`config.mk`:
```
export PLATFORM = sky130hd
export DESIGN_NAME = ascon_dec_tag_check_flat
export DESIGN_NICKNAME = d
export VERILOG_FILES = /design/src/rtl/ascon_dec_tag_check_pkg.sv /design/src/rtl/ascon_dec_tag_check_if.sv /design/src/rtl/ascon_dec_tag_check_capture.sv /design/src/rtl/ascon_dec_tag_check.sv /design/src/flat_wrapper.sv
export SDC_FILE = /design/constraint.sdc
export NUM_CORES = 1
export LEC_CHECK = 0
export ABC_AREA = 1
export CAP_MARGIN = 20
export CORE_UTILIZATION = 55
export DETAILED_ROUTE_END_ITERATION = 8
export DONT_BUFFER_PORTS = 1
export PLACE_DENSITY = 0.85
export SYNTH_ARGS = -nofsm -noshare
export SYNTH_HDL_FRONTEND = slang
export SYNTH_HIERARCHICAL = 1
export SYNTH_SLANG_ARGS = --single-unit
```
`constraint.sdc`:
```
create_clock -name clk -period 2.05 [get_ports clk]
set_clock_uncertainty 0.05 [all_clocks]
set_input_delay 0.3075 -clock clk [delete_from_list [all_inputs] [get_ports clk]]
set_output_delay 0.3075 -clock clk [all_outputs]
set_load 0.01 [all_outputs]
```
`src/rtl/ascon_dec_tag_check_pkg.sv`:
```
// Shared types and constants for the Ascon decryption tag checker.
package ascon_dec_tag_check_pkg;

    localparam int unsigned PT_W_DEF  = 32;
    localparam int unsigned TAG_W_DEF = 128;
    localparam int unsigned CNT_W_DEF = 8;

    typedef enum logic [1:0] {
        ST_IDLE    = 2'd0,
        ST_CAPTURE = 2'd1,
        ST_DONE    = 2'd2
    } state_t;

    // Ceiling log2, never below 1 so index vectors always have a legal width.
    function automatic int unsigned clog2(input int unsigned v);
        int unsigned r;
        r = 1;
        for (int unsigned i = 1; i < 32; i++) begin
            if ((64'd1 << i) < 64'(v)) r = i + 1;
        end
        return r;
    endfunction

    function automatic int unsigned max2(input int unsigned a, input int unsigned b);
        return (a > b) ? a : b;
    endfunction

endpackage

```
`src/rtl/ascon_dec_tag_check_if.sv`:
```
// Stream, expected tag and result handshake between the decryption core side and the checker.
interface ascon_dec_tag_check_if #(
    parameter int unsigned Y     = 32,
    parameter int unsigned TAG_W = 128
);
    logic             decryption_readyxSI;
    logic             plain_textxSI;
    logic             tagxSI;
    logic [TAG_W-1:0] exp_tagxDI;
    logic             pt_readyxSI;
    logic             pt_validxSO;
    logic [Y-1:0]     plain_textxDO;
    logic             auth_okxSO;
    logic             auth_failxSO;
    logic             busyxSO;

    modport master (
        output decryption_readyxSI, plain_textxSI, tagxSI, exp_tagxDI, pt_readyxSI,
        input  pt_validxSO, plain_textxDO, auth_okxSO, auth_failxSO, busyxSO
    );

    modport slave (
        input  decryption_readyxSI, plain_textxSI, tagxSI, exp_tagxDI, pt_readyxSI,
        output pt_validxSO, plain_textxDO, auth_okxSO, auth_failxSO, busyxSO
    );
endinterface

```
`src/rtl/ascon_dec_tag_check_capture.sv`:
```
// Serial-to-parallel register: writes one bit at a given index, synchronous clear.
module ascon_dec_tag_check_capture #(
    parameter int unsigned W     = 32,
    parameter int unsigned IDX_W = 5
) (
    input  logic             clk,
    input  logic             rst_n,
    input  logic             i_clr,
    input  logic             i_we,
    input  logic [IDX_W-1:0] i_idx,
    input  logic             i_bit,
    output logic [W-1:0]     o_data
);
    logic [W-1:0] r_data;

    // Clear has priority over a bit write; the index is range-checked by the caller.
    always_ff @(posedge clk or negedge rst_n) begin
        if (!rst_n) begin
            r_data <= '0;
        end else if (i_clr) begin
            r_data <= '0;
        end else if (i_we) begin
            r_data[i_idx] <= i_bit;
        end
    end

    assign o_data = r_data;
endmodule

```
`src/rtl/ascon_dec_tag_check.sv`:
```
// Deserialises the decrypted plaintext and tag streams, compares the tag in constant
// time and releases plaintext through valid/ready only when authentication succeeds.
module ascon_dec_tag_check
    import ascon_dec_tag_check_pkg::*;
#(
    parameter int unsigned y     = PT_W_DEF,
    parameter int unsigned TAG_W = TAG_W_DEF,
    parameter int unsigned CNT_W = CNT_W_DEF
) (
    input  logic                 clk,
    input  logic                 rst,
    ascon_dec_tag_check_if.slave bus
);
    localparam int unsigned MAX_W  = max2(y, TAG_W);
    localparam int unsigned PT_IW  = clog2(y);
    localparam int unsigned TAG_IW = clog2(TAG_W);

    state_t             r_state;
    state_t             w_state_nxt;
    logic [CNT_W-1:0]   r_cnt;
    logic               r_diff;
    logic               r_abort;
    logic               r_rearm;
    logic [y-1:0]       w_pt_sh;
    logic               w_start;
    logic               w_accept;
    logic               w_last;
    logic               w_sample;
    logic               w_pt_we;
    logic               w_tag_we;
    logic [PT_IW-1:0]   w_pt_idx;
    logic [TAG_IW-1:0]  w_tag_idx;
    logic               w_auth_ok;

    // Rearm blocks a new capture until ready has been seen low after an accept.
    assign w_start   = (r_state == ST_IDLE) && bus.decryption_readyxSI && !r_rearm;
    assign w_accept  = (r_state == ST_DONE) && bus.pt_readyxSI;
    assign w_sample  = (r_state == ST_CAPTURE) && bus.decryption_readyxSI;
    assign w_last    = (r_cnt == CNT_W'(MAX_W - 1));
    assign w_pt_we   = w_sample && (r_cnt < CNT_W'(y));
    assign w_tag_we  = w_sample && (r_cnt < CNT_W'(TAG_W));
    assign w_pt_idx  = r_cnt[PT_IW-1:0];
    assign w_tag_idx = r_cnt[TAG_IW-1:0];

    // State register.
    always_ff @(posedge clk or negedge rst) begin
        if (!rst) r_state <= ST_IDLE;
        else      r_state <= w_state_nxt;
    end

    // Next-state decode; an abort and the last sampled bit both lead to DONE.
    always_comb begin
        w_state_nxt = r_state;
        unique case (r_state)
            ST_IDLE:    if (w_start) w_state_nxt = ST_CAPTURE;
            ST_CAPTURE: if (!bus.decryption_readyxSI || w_last) w_state_nxt = ST_DONE;
            ST_DONE:    if (bus.pt_readyxSI) w_state_nxt = ST_IDLE;
            default:    w_state_nxt = ST_IDLE;
        endcase
    end

    // Bit counter, sticky tag-difference accumulator, abort and rearm flags.
    always_ff @(posedge clk or negedge rst) begin
        if (!rst) begin
            r_cnt   <= '0;
            r_diff  <= 1'b0;
            r_abort <= 1'b0;
            r_rearm <= 1'b0;
        end else begin
            if (r_state == ST_IDLE && !bus.decryption_readyxSI) r_rearm <= 1'b0;
            if (w_accept) r_rearm <= 1'b1;
            if (w_start) begin
                r_cnt   <= '0;
                r_diff  <= 1'b0;
                r_abort <= 1'b0;
            end
            if (r_state == ST_CAPTURE && !bus.decryption_readyxSI) r_abort <= 1'b1;
            if (w_sample) r_cnt <= r_cnt + CNT_W'(1);
            if (w_tag_we) r_diff <= r_diff | (bus.tagxSI ^ bus.exp_tagxDI[w_tag_idx]);
        end
    end

    ascon_dec_tag_check_capture #(
        .W     (y),
        .IDX_W (PT_IW)
    ) u_pt_capture (
        .clk    (clk),
        .rst_n  (rst),
        .i_clr  (w_start || w_accept),
        .i_we   (w_pt_we),
        .i_idx  (w_pt_idx),
        .i_bit  (bus.plain_textxSI),
        .o_data (w_pt_sh)
    );

    // Result outputs decoded from state; plaintext is gated off unless authenticated.
    always_comb begin
        w_auth_ok         = (r_state == ST_DONE) && !r_diff && !r_abort;
        bus.pt_validxSO   = (r_state == ST_DONE);
        bus.auth_okxSO    = w_auth_ok;
        bus.auth_failxSO  = (r_state == ST_DONE) && (r_diff || r_abort);
        bus.plain_textxDO = w_auth_ok ? w_pt_sh : '0;
        bus.busyxSO       = (r_state == ST_CAPTURE) || (r_state == ST_DONE);
    end
endmodule

```
`src/flat_wrapper.sv`:
```
// flat-port wrapper written by rule: the top's interface ports become plain ports
module ascon_dec_tag_check_flat import ascon_dec_tag_check_pkg::*;
#(
    parameter int unsigned y     = PT_W_DEF,
    parameter int unsigned TAG_W = TAG_W_DEF,
    parameter int unsigned CNT_W = CNT_W_DEF
)
  (clk, rst, bus_decryption_readyxSI, bus_plain_textxSI, bus_tagxSI, bus_exp_tagxDI, bus_pt_readyxSI, bus_pt_validxSO, bus_plain_textxDO, bus_auth_okxSO, bus_auth_failxSO, bus_busyxSO);
  ascon_dec_tag_check_if #(.Y(32), .TAG_W(TAG_W)) bus_i ();
  input  logic clk;
  input  logic rst;
  input wire logic [$bits(bus_i.decryption_readyxSI)-1:0] bus_decryption_readyxSI;
  input wire logic [$bits(bus_i.plain_textxSI)-1:0] bus_plain_textxSI;
  input wire logic [$bits(bus_i.tagxSI)-1:0] bus_tagxSI;
  input wire logic [$bits(bus_i.exp_tagxDI)-1:0] bus_exp_tagxDI;
  input wire logic [$bits(bus_i.pt_readyxSI)-1:0] bus_pt_readyxSI;
  output wire logic [$bits(bus_i.pt_validxSO)-1:0] bus_pt_validxSO;
  output wire logic [$bits(bus_i.plain_textxDO)-1:0] bus_plain_textxDO;
  output wire logic [$bits(bus_i.auth_okxSO)-1:0] bus_auth_okxSO;
  output wire logic [$bits(bus_i.auth_failxSO)-1:0] bus_auth_failxSO;
  output wire logic [$bits(bus_i.busyxSO)-1:0] bus_busyxSO;
  assign bus_i.decryption_readyxSI = bus_decryption_readyxSI;
  assign bus_i.plain_textxSI = bus_plain_textxSI;
  assign bus_i.tagxSI = bus_tagxSI;
  assign bus_i.exp_tagxDI = bus_exp_tagxDI;
  assign bus_i.pt_readyxSI = bus_pt_readyxSI;
  assign bus_pt_validxSO = bus_i.pt_validxSO;
  assign bus_plain_textxDO = bus_i.plain_textxDO;
  assign bus_auth_okxSO = bus_i.auth_okxSO;
  assign bus_auth_failxSO = bus_i.auth_failxSO;
  assign bus_busyxSO = bus_i.busyxSO;
  ascon_dec_tag_check #(.y(y), .TAG_W(TAG_W), .CNT_W(CNT_W)) u_core (.clk(clk), .rst(rst), .bus(bus_i));
endmodule
```
==> key figures <==
Placed design
  • PortBufs: 0
  • Placer Congestion: 0.8810
  • Dpl ws: 0.01704 ns
  • DP HPWL: 8517 um

Routing
  • Drt via density: 5.455
  • Final WL: 11590 um
  • Vias after detailed routing: 4768
  • DR iter-0 viols: 421
  • # DRC: 0
  • Antenna Nets Post-Route: 0
  • WL per Instance: 13.26 um
  • Number of iterations in the first detailed-routing pass: 5

Die
  • Die area: 7790 sq um
  • Die outline height: 88.26 um
  • Rows: 31
  • Die Wd: 88.26 um
  • Placeable Area: 7214 sq um
  • Starting Density: 56.73%
  • I/O pin count: 170

Run
  • MaxCap Viol Count: 0

Synthesis
  • Synth top area cells: dfrtp_1, nand2_1, nand3_1, inv_1, nor2_1
  • #FFs+latches synth: 45
  • Syn Nets: 876
  • Synth cell types: 23
  • Area share of the largest cell type after synthesis: 27.51%
  • Seq/Total Area, Yosys: 27.51%
  • Post-synthesis cell area: 4093 sq um
  • Syn Inst Count: 736
  • Leading area contributor after synthesis: dfrtp_1
  • Mean Syn Cell Area: 5.561 sq um
  • YS warnings: 6

Worst setup path
  • Reg-to-Reg End: u_core/u_pt_capture/o_data[28]
  • Worst Setup EP: u_core/u_pt_capture/o_data[28]
  • Worst Setup SP: u_core/r_state[1]
  • Crit Reg-Reg Startpoint: u_core/r_state[1]
  • Cell Chain, Critical Path: inv_1 -> ha_2 -> nand2_2 -> inv_2 -> nand2_2 -> nor3_4 -> nand2_2 -> nor2_4 -> buf_6 -> nand3_1 -> nand2_1 -> inv_1
  • Levels on crit path: 12
  • Worst setup EP type: flop
  • Crit-path slowest cell: dfrtp_1
  • CP startpoint kind: flop
  • Reg2Reg Setup Slack: 0.03 ns
  • CP arrival: 2.17 ns
  • Slowest stage delay, CP: 0.41 ns
  • Worst-path fanout max: 6
  • Reg2reg path depth: 12
  • Crit path buf inv count: 4
  • Cell class contributing the biggest share of worst-path delay: simple AND/OR/NAND/NOR gates
  • CP Class: reg -> reg
  • Critical Path RT: 2.21 ns
  • CP dominant cell by count: nand2_2

Global routing
  • Initial antenna violation count: 0
  • Total gr overflow: 0
  • Largest net degree at the start of global routing: 46
  • Vias in the first global route: 4290
  • First-pass GRT wire length: 18400 um
  • GR Util All Layers: 29.91%

Layout
  • Layout area overhead: 16.60%
  • Nets: 914
  • Layout cell share with drive strength beyond 1: 13.81%
  • Antenna cells: 0

Clocking
  • Clock Latency Late Sink: 0.31 ns
  • Clk slew on worst S/H paths: 0.08 ns
  • CTS tree: done
  • Clk root buf: clkbuf_8
  • CTS H-tree lvls: 2
  • TritonCTS sink count: 45
  • Clock tree buffer depth: 2
  • CTS Buf Count: 5

Timing
  • Final setup viols: 0
  • Max-slew violations: 0
  • Endpoints failing hold: 0
  • PnR worst setup slack: 0.03349 ns
  • RSZ-0062 raised after global routing: yes
  • Smallest hold slack: 0.05911 ns
  • FMAX: 495.9 MHz
  • Slew @ Worst Pin: 0.4215 ns
  • Relative slew slack: 71.87%
  • Crit share post-route: 98.37%
  • Final min period: 2.017 ns

Power
  • Pwr dens: 1090 nW/um^2
  • Peak supply drop: 0.6513 mV
  • LEAKAGE: 2.527 nW

Status
  • Status: finished clean

Min path
  • Hold crit path type: in -> reg
-- cells in the final DEF (no fill, tap or decap), types with 2 or more instances in the layout --
cell,instances
nand2_1,266
nand3_1,108
inv_1,96
nor2_1,94
buf_4,58
dfrtp_1,43
a21oi_1,22
o21ai_0,17
inv_2,9
nor3_1,9
clkbuf_8,5
buf_6,5
nor2_2,4
nand2_2,4
nor2_4,4
o22ai_1,4
ha_1,4
buf_12,3
nand3_2,3
nor3_4,2
o21ai_1,2
dfrtp_2,2
-- Yosys cell counts (all sizes together) --
master,count
nor3,12
o32ai,1
dfrtp,45
nand3,111
o21ai,19
a21oi,22
o31ai,1
nand2,270
clkbuf,8
nor2,102
o22ai,4
buf,30
ha,6
inv,105
-- sequential cells by signal (all words and copies together), names as in the netlist --
register                    flops
u_core/r_diff                   1
u_core/r_cnt                    8
u_core/r_abort                  1
u_core/u_pt_capture/o_data     32
u_core/r_rearm                  1
u_core/r_state                  2
-- area by class of cell --
class                   instances  area (sq um)
fillers                       644          2442
multi-input cells             548          2441
flip-flops and latches         45          1129
repair buffers                 69         594.3
inverters                     105         394.1
well taps                      99         123.9
clock buffers                   5         68.82
clock inverters                 3         21.27
-- repair_timing --
| item | in CTS | in global routing |
|---|---|---|
| setup buffers | 6 | 5 |
| setup endpoints to repair | 32 | 68 |
| hold buffers | 2 | 0 |
| resized for setup | 6 | 28 |
| hold endpoints to repair | 45 | 0 |
| pin swaps | 1 | 5 |
| cloned | 0 | 1 |
-- report_power, final --
| part | leakage (nW) | internal, mW | switching [mW] |
|---|---|---|---|
| logic | 1.87 | 1.20 | 2.22 |
| clock network | 0.0445 | 0.242 | 0.337 |
| registers | 0.611 | 1.05 | 0.150 |
| total | 2.53 | 2.49 | 2.71 |
-- layer usage --
metal	routed length [um]	global-route usage, %	part of all wire [%]
met1	4599	36.59	40
met5	0	0	0
met2	5924	52.03	51
met4	189	11.14	1.6
met3	876	6.063	7.6
-- kinds of logic (layout without fill, tap and decap cells) --
logic type	after synthesis	in the layout	share of synthesized area, %
compound gates	47	47	6.023
flops	45	45	27.51
buf+inv	143	182	15.04
fa+ha+maj	6	6	1.834
simple gates	495	495	49.59
-- worst min-delay path by stage --
stage                            startpoint                             end  cells after the start
floorplan                               rst                  u_core/r_abort                      0
global placement                        rst   u_core/u_pt_capture/o_data[6]                      0
detailed placement                      rst  u_core/u_pt_capture/o_data[12]                      0
CTS                 bus_decryption_readyxSI                  u_core/r_abort                      1
global route        bus_decryption_readyxSI                  u_core/r_abort                      1
finish              bus_decryption_readyxSI                  u_core/r_abort                      1
-- metrics by stage --
step                TNS [ns]  total power [mW]  utilization (%)  instances  area [sq um]
global route          -1.146             5.671            66.15        874          4772
finish                     0             5.199            66.15        874          4772
detailed placement         0             4.283            61.71        852          4452
global placement           0             4.182            61.71        852          4452
floorplan                  0             3.607                -        736          4098
CTS                 -0.03076             4.989            64.38        868          4644
Power figures use the tool's default switching activity.
